### src/rtl/bnn_pkg.sv
// Shared definitions for binary-neural-network datapath blocks: neuron FSM
// states and a width-agnostic popcount helper.
package bnn_pkg;

    typedef enum logic {
        ACCUM = 1'b0,
        HOLD  = 1'b1
    } state_e;

    localparam int POP_MAX_W = 64;
    localparam int POP_CNT_W = $clog2(POP_MAX_W + 1);

    // Counts set bits among the low n bits of v; callers zero-extend narrower words.
    function automatic logic [POP_CNT_W-1:0] popcount(input logic [POP_MAX_W-1:0] v,
                                                      input int n);
        logic [POP_CNT_W-1:0] cnt;
        cnt = '0;
        for (int i = 0; i < POP_MAX_W; i++) begin
            if (i < n) begin
                cnt = cnt + POP_CNT_W'(v[i]);
            end
        end
        return cnt;
    endfunction

endpackage

### src/rtl/xnor_popcount.sv
// Combinational XNOR-popcount of one image/weight word pair: the number of
// bit positions where the +1/-1 encoded operands agree.
module xnor_popcount
    import bnn_pkg::*;
#(
    parameter int WIDTH = 7,
    parameter int CNT_W = $clog2(WIDTH + 1)
) (
    input  logic [WIDTH-1:0] a,
    input  logic [WIDTH-1:0] b,
    output logic [CNT_W-1:0] pc
);

    logic [WIDTH-1:0] match;

    assign match = ~(a ^ b);
    assign pc    = CNT_W'(popcount(POP_MAX_W'(match), WIDTH));

endmodule

### src/rtl/xnor_popcount_neuron.sv
// BNN neuron: accumulates XNOR popcounts over NUM_WORDS beats, then holds the
// total and its threshold activation until the downstream layer takes it.
module xnor_popcount_neuron
    import bnn_pkg::*;
#(
    parameter int WIDTH     = 7,
    parameter int NUM_WORDS = 4,
    parameter int ACC_W     = $clog2(WIDTH * NUM_WORDS + 1)
) (
    input  logic             clk,
    input  logic             rst_n,
    input  logic             clear,
    input  logic             in_valid,
    output logic             in_ready,
    input  logic [WIDTH-1:0] img,
    input  logic [WIDTH-1:0] w,
    input  logic [ACC_W-1:0] thresh,
    output logic             out_valid,
    input  logic             out_ready,
    output logic [ACC_W-1:0] out_sum,
    output logic             out_act
);

    localparam int PC_W = $clog2(WIDTH + 1);
    localparam int WC_W = (NUM_WORDS > 1) ? $clog2(NUM_WORDS) : 1;
    localparam logic [WC_W-1:0] LAST_WORD = WC_W'(NUM_WORDS - 1);

    state_e            state_q, state_d;
    logic [ACC_W-1:0]  acc_q, acc_d;
    logic [WC_W-1:0]   word_cnt_q, word_cnt_d;
    logic [ACC_W-1:0]  out_sum_q, out_sum_d;
    logic              out_act_q, out_act_d;

    logic [PC_W-1:0]   pc;
    logic [ACC_W-1:0]  sum_next;
    logic              accept;

    xnor_popcount #(
        .WIDTH (WIDTH),
        .CNT_W (PC_W)
    ) u_xnor_popcount (
        .a  (img),
        .b  (w),
        .pc (pc)
    );

    assign in_ready  = (state_q == ACCUM);
    assign out_valid = (state_q == HOLD);
    assign out_sum   = out_sum_q;
    assign out_act   = out_act_q;

    // clear takes priority over a beat presented in the same cycle.
    assign accept   = in_valid && in_ready && !clear;
    assign sum_next = acc_q + ACC_W'(pc);

    // NOTE: every *_d gets its hold value first so no path leaves it unassigned (no latch).
    always_comb begin
        state_d    = state_q;
        acc_d      = acc_q;
        word_cnt_d = word_cnt_q;
        out_sum_d  = out_sum_q;
        out_act_d  = out_act_q;

        unique case (state_q)
            ACCUM: begin
                if (clear) begin
                    acc_d      = '0;
                    word_cnt_d = '0;
                end else if (accept) begin
                    if (word_cnt_q == LAST_WORD) begin
                        out_sum_d  = sum_next;
                        out_act_d  = (sum_next >= thresh);
                        acc_d      = '0;
                        word_cnt_d = '0;
                        state_d    = HOLD;
                    end else begin
                        acc_d      = sum_next;
                        word_cnt_d = word_cnt_q + WC_W'(1);
                    end
                end
            end
            HOLD: begin
                // A clear discards the result even if it is being accepted this cycle.
                if (clear || out_ready) begin
                    state_d = ACCUM;
                end
            end
            default: state_d = ACCUM;
        endcase
    end

    // NOTE: state flops use non-blocking assignments so all registers update together at the edge.
    always_ff @(posedge clk or negedge rst_n) begin
        if (!rst_n) begin
            state_q    <= ACCUM;
            acc_q      <= '0;
            word_cnt_q <= '0;
            out_sum_q  <= '0;
            out_act_q  <= 1'b0;
        end else begin
            state_q    <= state_d;
            acc_q      <= acc_d;
            word_cnt_q <= word_cnt_d;
            out_sum_q  <= out_sum_d;
            out_act_q  <= out_act_d;
        end
    end

endmodule

### config.mk
export PLATFORM = sky130hd
export DESIGN_NAME = xnor_popcount_neuron
export DESIGN_NICKNAME = d
export VERILOG_FILES = /design/src/rtl/bnn_pkg.sv /design/src/rtl/xnor_popcount.sv /design/src/rtl/xnor_popcount_neuron.sv
export SDC_FILE = /design/constraint.sdc
export NUM_CORES = 1
export LEC_CHECK = 0
export BUFFER_PORTS_ARGS = -buffer_cell sky130_fd_sc_hd__buf_2
export CAP_MARGIN = 10
export CORE_MARGIN = 2
export CORE_UTILIZATION = 50
export DETAILED_ROUTE_END_ITERATION = 8
export MAX_ROUTING_LAYER = met4
export PLACE_DENSITY = 0.78
export SLEW_MARGIN = 40
export SYNTH_ARGS = -nofsm -noshare
export SYNTH_HDL_FRONTEND = slang
export SYNTH_HIERARCHICAL = 1
export SYNTH_SLANG_ARGS = --single-unit
### constraint.sdc
create_clock -name clk -period 2.6 [get_ports clk]
set_input_delay 0.52 -clock clk [delete_from_list [all_inputs] [get_ports clk]]
set_output_delay 0.52 -clock clk [all_outputs]
set_load 0.01 [all_outputs]
* Word-level counts from Yosys, hierarchy flattened *
Cells that the tools add are included.

storage, ports and cells
  memories = 0
  register bits = 14
  output and inout port bits = 8
  logic and storage cells = 37
  bits in read-only memories = 0
  RAM bits = 0
  input bits = 24
  bits in latches = 0

operators by class
  multiply operators = 0
  shifts and indexed selects = 0
  divide/modulo/power cells = 0
  add/subtract/negate cells = 8
  bitwise gates (word level) = 4
  magnitude comparators = 1
  muxes and demuxes = 11
  eq/ne operators = 1
  reductions and logical operators = 7

operators with widths
  kind                                                            count
  3-bit by 1-bit adder with 3-bit output                          5
  5-bit 2-to-1 mux                                                3
  7-bit inverter                                                  1
  7-bit XOR                                                       1
  2-bit 2-to-1 mux                                                3
  5-bit by 3-bit adder with 5-bit output                          1
  5-bit >= comparator                                             1
  1-bit 2-to-1 mux                                                4
  4-bit AND reduction                                             1
  1-bit by 1-bit adder with 2-bit output                          1
  2-bit by 1-bit adder with 2-bit output (second input constant)  1
  2-bit equality test (second input constant)                     1
  1-bit logical AND                                               2
  1-bit inverter                                                  2
  1-bit one-hot mux with 2 select lines                           1
  2-bit AND reduction                                             1
  2-bit nonzero test                                              1
  1-bit zero test                                                 1
  1-bit logical OR                                                1

* Logic depth before layout (Yosys ltp) *
  depth in word-level cells = 12
  mapped depth = 15
  mapped depth without buffers = 15

* Cells and area by module *
Netlist, hierarchy kept.

by module, submodules not included
  module                cells an instance  sequential area each (um^2)  area each (um^2)  times used
  xnor_popcount_neuron  86                 350.3                        889.6             1
  xnor_popcount         14                 0.0                          152.6             1

* Worst setup path before layout *
No wires, ideal clock.

  path kind = input to register
  start point = input port w[1]
  end point = register out_act_q (netlist: out_act)
  arrival time = 4044 ps
  path slack = -1574 ps
  stages = 15
  buffers on the path = 0
  library setup time = 130 ps
  required time = 2470 ps
  path through = xnor2_1 > fa_1 > fa_1 > inv_1 > fa_1 > inv_1 > fa_1 > fa_1 > a21oi_1 > nor2b_1 > xnor2_1 > inv_1 > ha_1 > a21oi_1 > a31oi_1

on the way
  cells in the longest elaborated chain, start to end = 10

ends and longest elaborated chain
  element                                              line                         source
  from (decl)                                          xnor_popcount_neuron.sv:16   input logic [WIDTH-1:0] w,
  7-bit XOR                                            xnor_popcount.sv:16          assign match = ~(a ^ b);
  7-bit inverter                                       xnor_popcount.sv:16
  1-bit by 1-bit adder with 2-bit output               bnn_pkg.sv:20                cnt = cnt + POP_CNT_W'(v[i]);
  3-bit by 1-bit adder with 3-bit output (5 in a row)  bnn_pkg.sv:20
  named net pc[1]                                      xnor_popcount_neuron.sv:34   logic [PC_W-1:0] pc;
  5-bit by 3-bit adder with 5-bit output               xnor_popcount_neuron.sv:54   assign sum_next = acc_q + ACC_W'(pc);
  named net sum_next[4]                                xnor_popcount_neuron.sv:35   logic [ACC_W-1:0] sum_next;
  5-bit >= comparator                                  xnor_popcount_neuron.sv:72   out_act_d = (sum_next >= thresh);
  to (signal assigned)                                 xnor_popcount_neuron.sv:105  out_act_q <= out_act_d;
  to (decl)                                            xnor_popcount_neuron.sv:32   logic out_act_q, out_act_d;

The timed path passes the listed nets, and every way through them passes these cells.
A chain may end at the register's enable or synchronous reset.

* Worst setup path in the final report *
  start point = input port img[0]
  end point = register out_act_q (netlist: out_act)

on the way
  cells in the longest elaborated chain, start to end = 10

ends and longest elaborated chain
  element                                              line                        source
  from (decl)                                          xnor_popcount_neuron.sv:15  input logic [WIDTH-1:0] img,
  7-bit XOR                                            xnor_popcount.sv:16
  7-bit inverter                                       xnor_popcount.sv:16
  1-bit by 1-bit adder with 2-bit output               bnn_pkg.sv:20
  3-bit by 1-bit adder with 3-bit output (5 in a row)  bnn_pkg.sv:20
  named net pc[1]                                      xnor_popcount_neuron.sv:34
  5-bit by 3-bit adder with 5-bit output               xnor_popcount_neuron.sv:54
  named net sum_next[4]                                xnor_popcount_neuron.sv:35
  5-bit >= comparator                                  xnor_popcount_neuron.sv:72

The timed path passes the listed nets, and every way through them passes these cells.

==> flow_metrics.tcl <==
set metrics [dict create \
    grt_pass1_wl_um 3660 \
    cts_sinks 14 \
    timing.hold.ws_ps 119 \
    violations "negative setup slack" \
    cpPeakStageDelay_ps 490 \
    yosys_warnings 6 \
    switching_share 0.375 \
    totalWireLength_um 2220 \
    final_hold_viol_count 0 \
    synth_nets 138 \
    track_usage 0.205 \
    cts_tree "built" \
    syn_area_per_cell_um2 10.4 \
    hold_path_class "in2async" \
    relSlewSlack 0.625 \
    antenna_found_initial 0 \
    rr_endpoint "out_act" \
    power_leakage_nw 0.736 \
    max-vdd-ir-drop_mv 0.593 \
    coreArea_um2 1960 \
    skew_ps 2.49 \
    die-area_um2 2470 \
    ios 32 \
    ant_nets 0 \
    num_vias 842 \
    synth_top_area_frac 0.336 \
    nets 181 \
    clkTransAtPathRegs_ps 90 \
    fin_util 0.752 \
    first_iter_violations 0 \
    arrival_ps 4040 \
    setup_viol 11 \
    start_util 0.531 \
    root_buffer "clkbuf_4" \
    path_max_fanout 2 \
    drc_errors 0 \
    worst_path_max_delay_cell "fa_1" \
    crit_top_cell "fa_1" \
    insertedDiodeCount 0 \
    syn_to_final_growth_pct 41.5 \
    grt_overflow_total 0 \
    internal_power_mw 0.921 \
    critPathLaunchType "input pin" \
    dp_hpwl_um 1720 \
    layout-drive-gt1-share 0.521 \
    netlist_top_cells_area "dfrtp_1 (34%), ha_1 (11%), fa_1 (9.6%)" \
    ys_types 31 \
    cap_violations 0 \
    syn_area_um2 1040 \
    required_ps 2800 \
    synth_top_cell_by_area "dfrtp_1" \
    wl_per_cell_um 13.1 \
    p_comb_frac 0.657 \
    fmax_mhz 261 \
    fillers 146 \
    cts_inserted_buffers 3 \
    rsz0062_at_grt "yes" \
    worstMarginPinSlew_ps 561 \
    die_h_um 49.7 \
    critPathKind "in2reg" \
    grt_max_degree 15 \
    critPathTopFamily "adder cells" \
    reg2reg_depth 9 \
    worst_slack_ps -1240 \
    htree_levels 1 \
    via_per_inst 4.98 \
    period_share 1.48 \
    grt_pass1_vias 835 \
    seq_power_share 0.235 \
    die_w_um 49.7 \
    worstPathCellList "buf_8 > xnor2_4 > fa_1 > fa_1 > inv_1 > fa_2 > inv_2 > fa_1 > fa_2 > a21oi_2 > nor2b_1 > xnor2_1 > inv_1 > ha_4 > o2111ai_1 > a31oi_1" \
    synth-seq-cells 14 \
    worstSkewPairLatency_ps 280 \
    cp_num_buf_inv 4 \
    reg2reg_slack_ps 470 \
    floorplan.rows 16 \
    p_clk_frac 0.108 \
    fin_crit_ps 3840 \
    power.switching_mw 0.553 \
    syn_inst 100 \
    synth-seq-area-share 0.336 \
    end_kind "flop" \
    status "finished, violations left" \
    cts_buffer_depth 2 \
    startpoint "img[0]" \
    io_buffers 31 \
    r2r-start "acc_q[0]" \
    gp_congestion 0.777 \
    seqCellArea_um2 350 \
    multi_input_area_um2 743 \
    report.final.slew_viol_count 0 \
    power_density_nw_per_um2 999 \
    first_pass_iters 1 \
]
-- worst max-delay path by stage --
stage | end | depth (start not counted)
floorplan | out_act | 15
global placement | out_act | 16
detailed placement | out_act | 16
CTS | out_act | 16
global route | out_act | 16
finish | out_act | 16
-- cell usage in the layout (no fill, tap or decap), types with 3 or more instances in the layout --
master,synthesis,final
o21ai_1,5,5
nor2_1,4,4
buf_6,2,5
ha_4,0,3
xnor2_1,7,3
xnor2_2,0,3
inv_1,9,7
mux2_4,4,4
clkbuf_4,0,3
buf_4,0,9
nor2b_1,5,5
a21oi_2,1,7
inv_2,1,3
ha_1,9,5
fa_1,5,3
nand2_1,5,5
buf_2,2,27
dfrtp_1,14,14
-- per-layer routing --
| metal | wire, um | GRT usage | up-vias |
|---|---|---|---|
| met5 | 0 | - | - |
| met4 | 32 | 0.0833 | 0 |
| met3 | 61 | 0.0273 | 4 |
| met2 | 1150 | 0.344 | 17 |
| met1 | 968 | 0.250 | 401 |
| li1 | - | - | 420 |
-- Yosys cell counts, drive strengths merged --
cell type,instances
a211o,1
a21o,1
a21oi,7
a31oi,2
and4bb,1
buf,4
dfrtp,14
fa,5
ha,9
inv,10
mux2,5
nand2,5
nand2b,1
nand3,2
nand3b,1
nor2,4
nor2b,5
nor3,1
nor3b,1
o2111ai,1
o21ai,7
o31ai,1
or2,1
or4,1
xnor2,7
xor2,3
-- through the flow --
step	worst slack, ps	instance area (um2)	std cells	power (mW)	TNS, ps
after global placement	-1510	1290	162	1.07	-11420
after detailed placement	-1620	1290	162	1.12	-12140
after floorplan	-1340	1080	100	0.793	-8220
after CTS	-1210	1430	167	1.42	-8450
after global routing	-1380	1480	169	1.59	-9460
final	-1240	1480	169	1.47	-8410
-- flip-flops by register name (all words and copies together), names as in the netlist --
register    flops
acc_q           5
out_act         1
word_cnt_q      2
out_sum         5
out_valid       1
-- logic make-up after synthesis --
group	Yosys count	share of synthesized area
flops	14	0.336
simple gates	23	0.126
buf+inv	14	0.0672
fa+ha+maj	14	0.204
mux	5	0.0684
xor+xnor	10	0.0840
compound gates	20	0.114
-- power groups by stage --
stage                     clock, mW  sequential (mW)  combinational [mW]
after floorplan                   0            0.351               0.442
after global placement            0            0.337               0.735
after detailed placement          0            0.342               0.775
after CTS                     0.163            0.344               0.913
after global routing          0.172            0.354                1.07
final                         0.160            0.346               0.968
-- cell type report --
cell class | instances | share of cell area
inverter | 10 | 0.0254
sequential | 14 | 0.237
timing repair buffer | 42 | 0.186
multi-input combinational | 72 | 0.504
tap | 27 | 0.0229
clock buffer | 4 | 0.0246
-- what timing repair did --
action / in CTS / in global routing
setup endpoints to repair: 11 / 11
endpoints found under the hold margin: 0 / 0
cloned: 0 / 0
resized for setup: 19 / 4
setup buffers: 1 / 3
pin swaps: 8 / 5
hold buffers: 0 / 0
No activity file was read; power rests on OpenSTA's default activity.
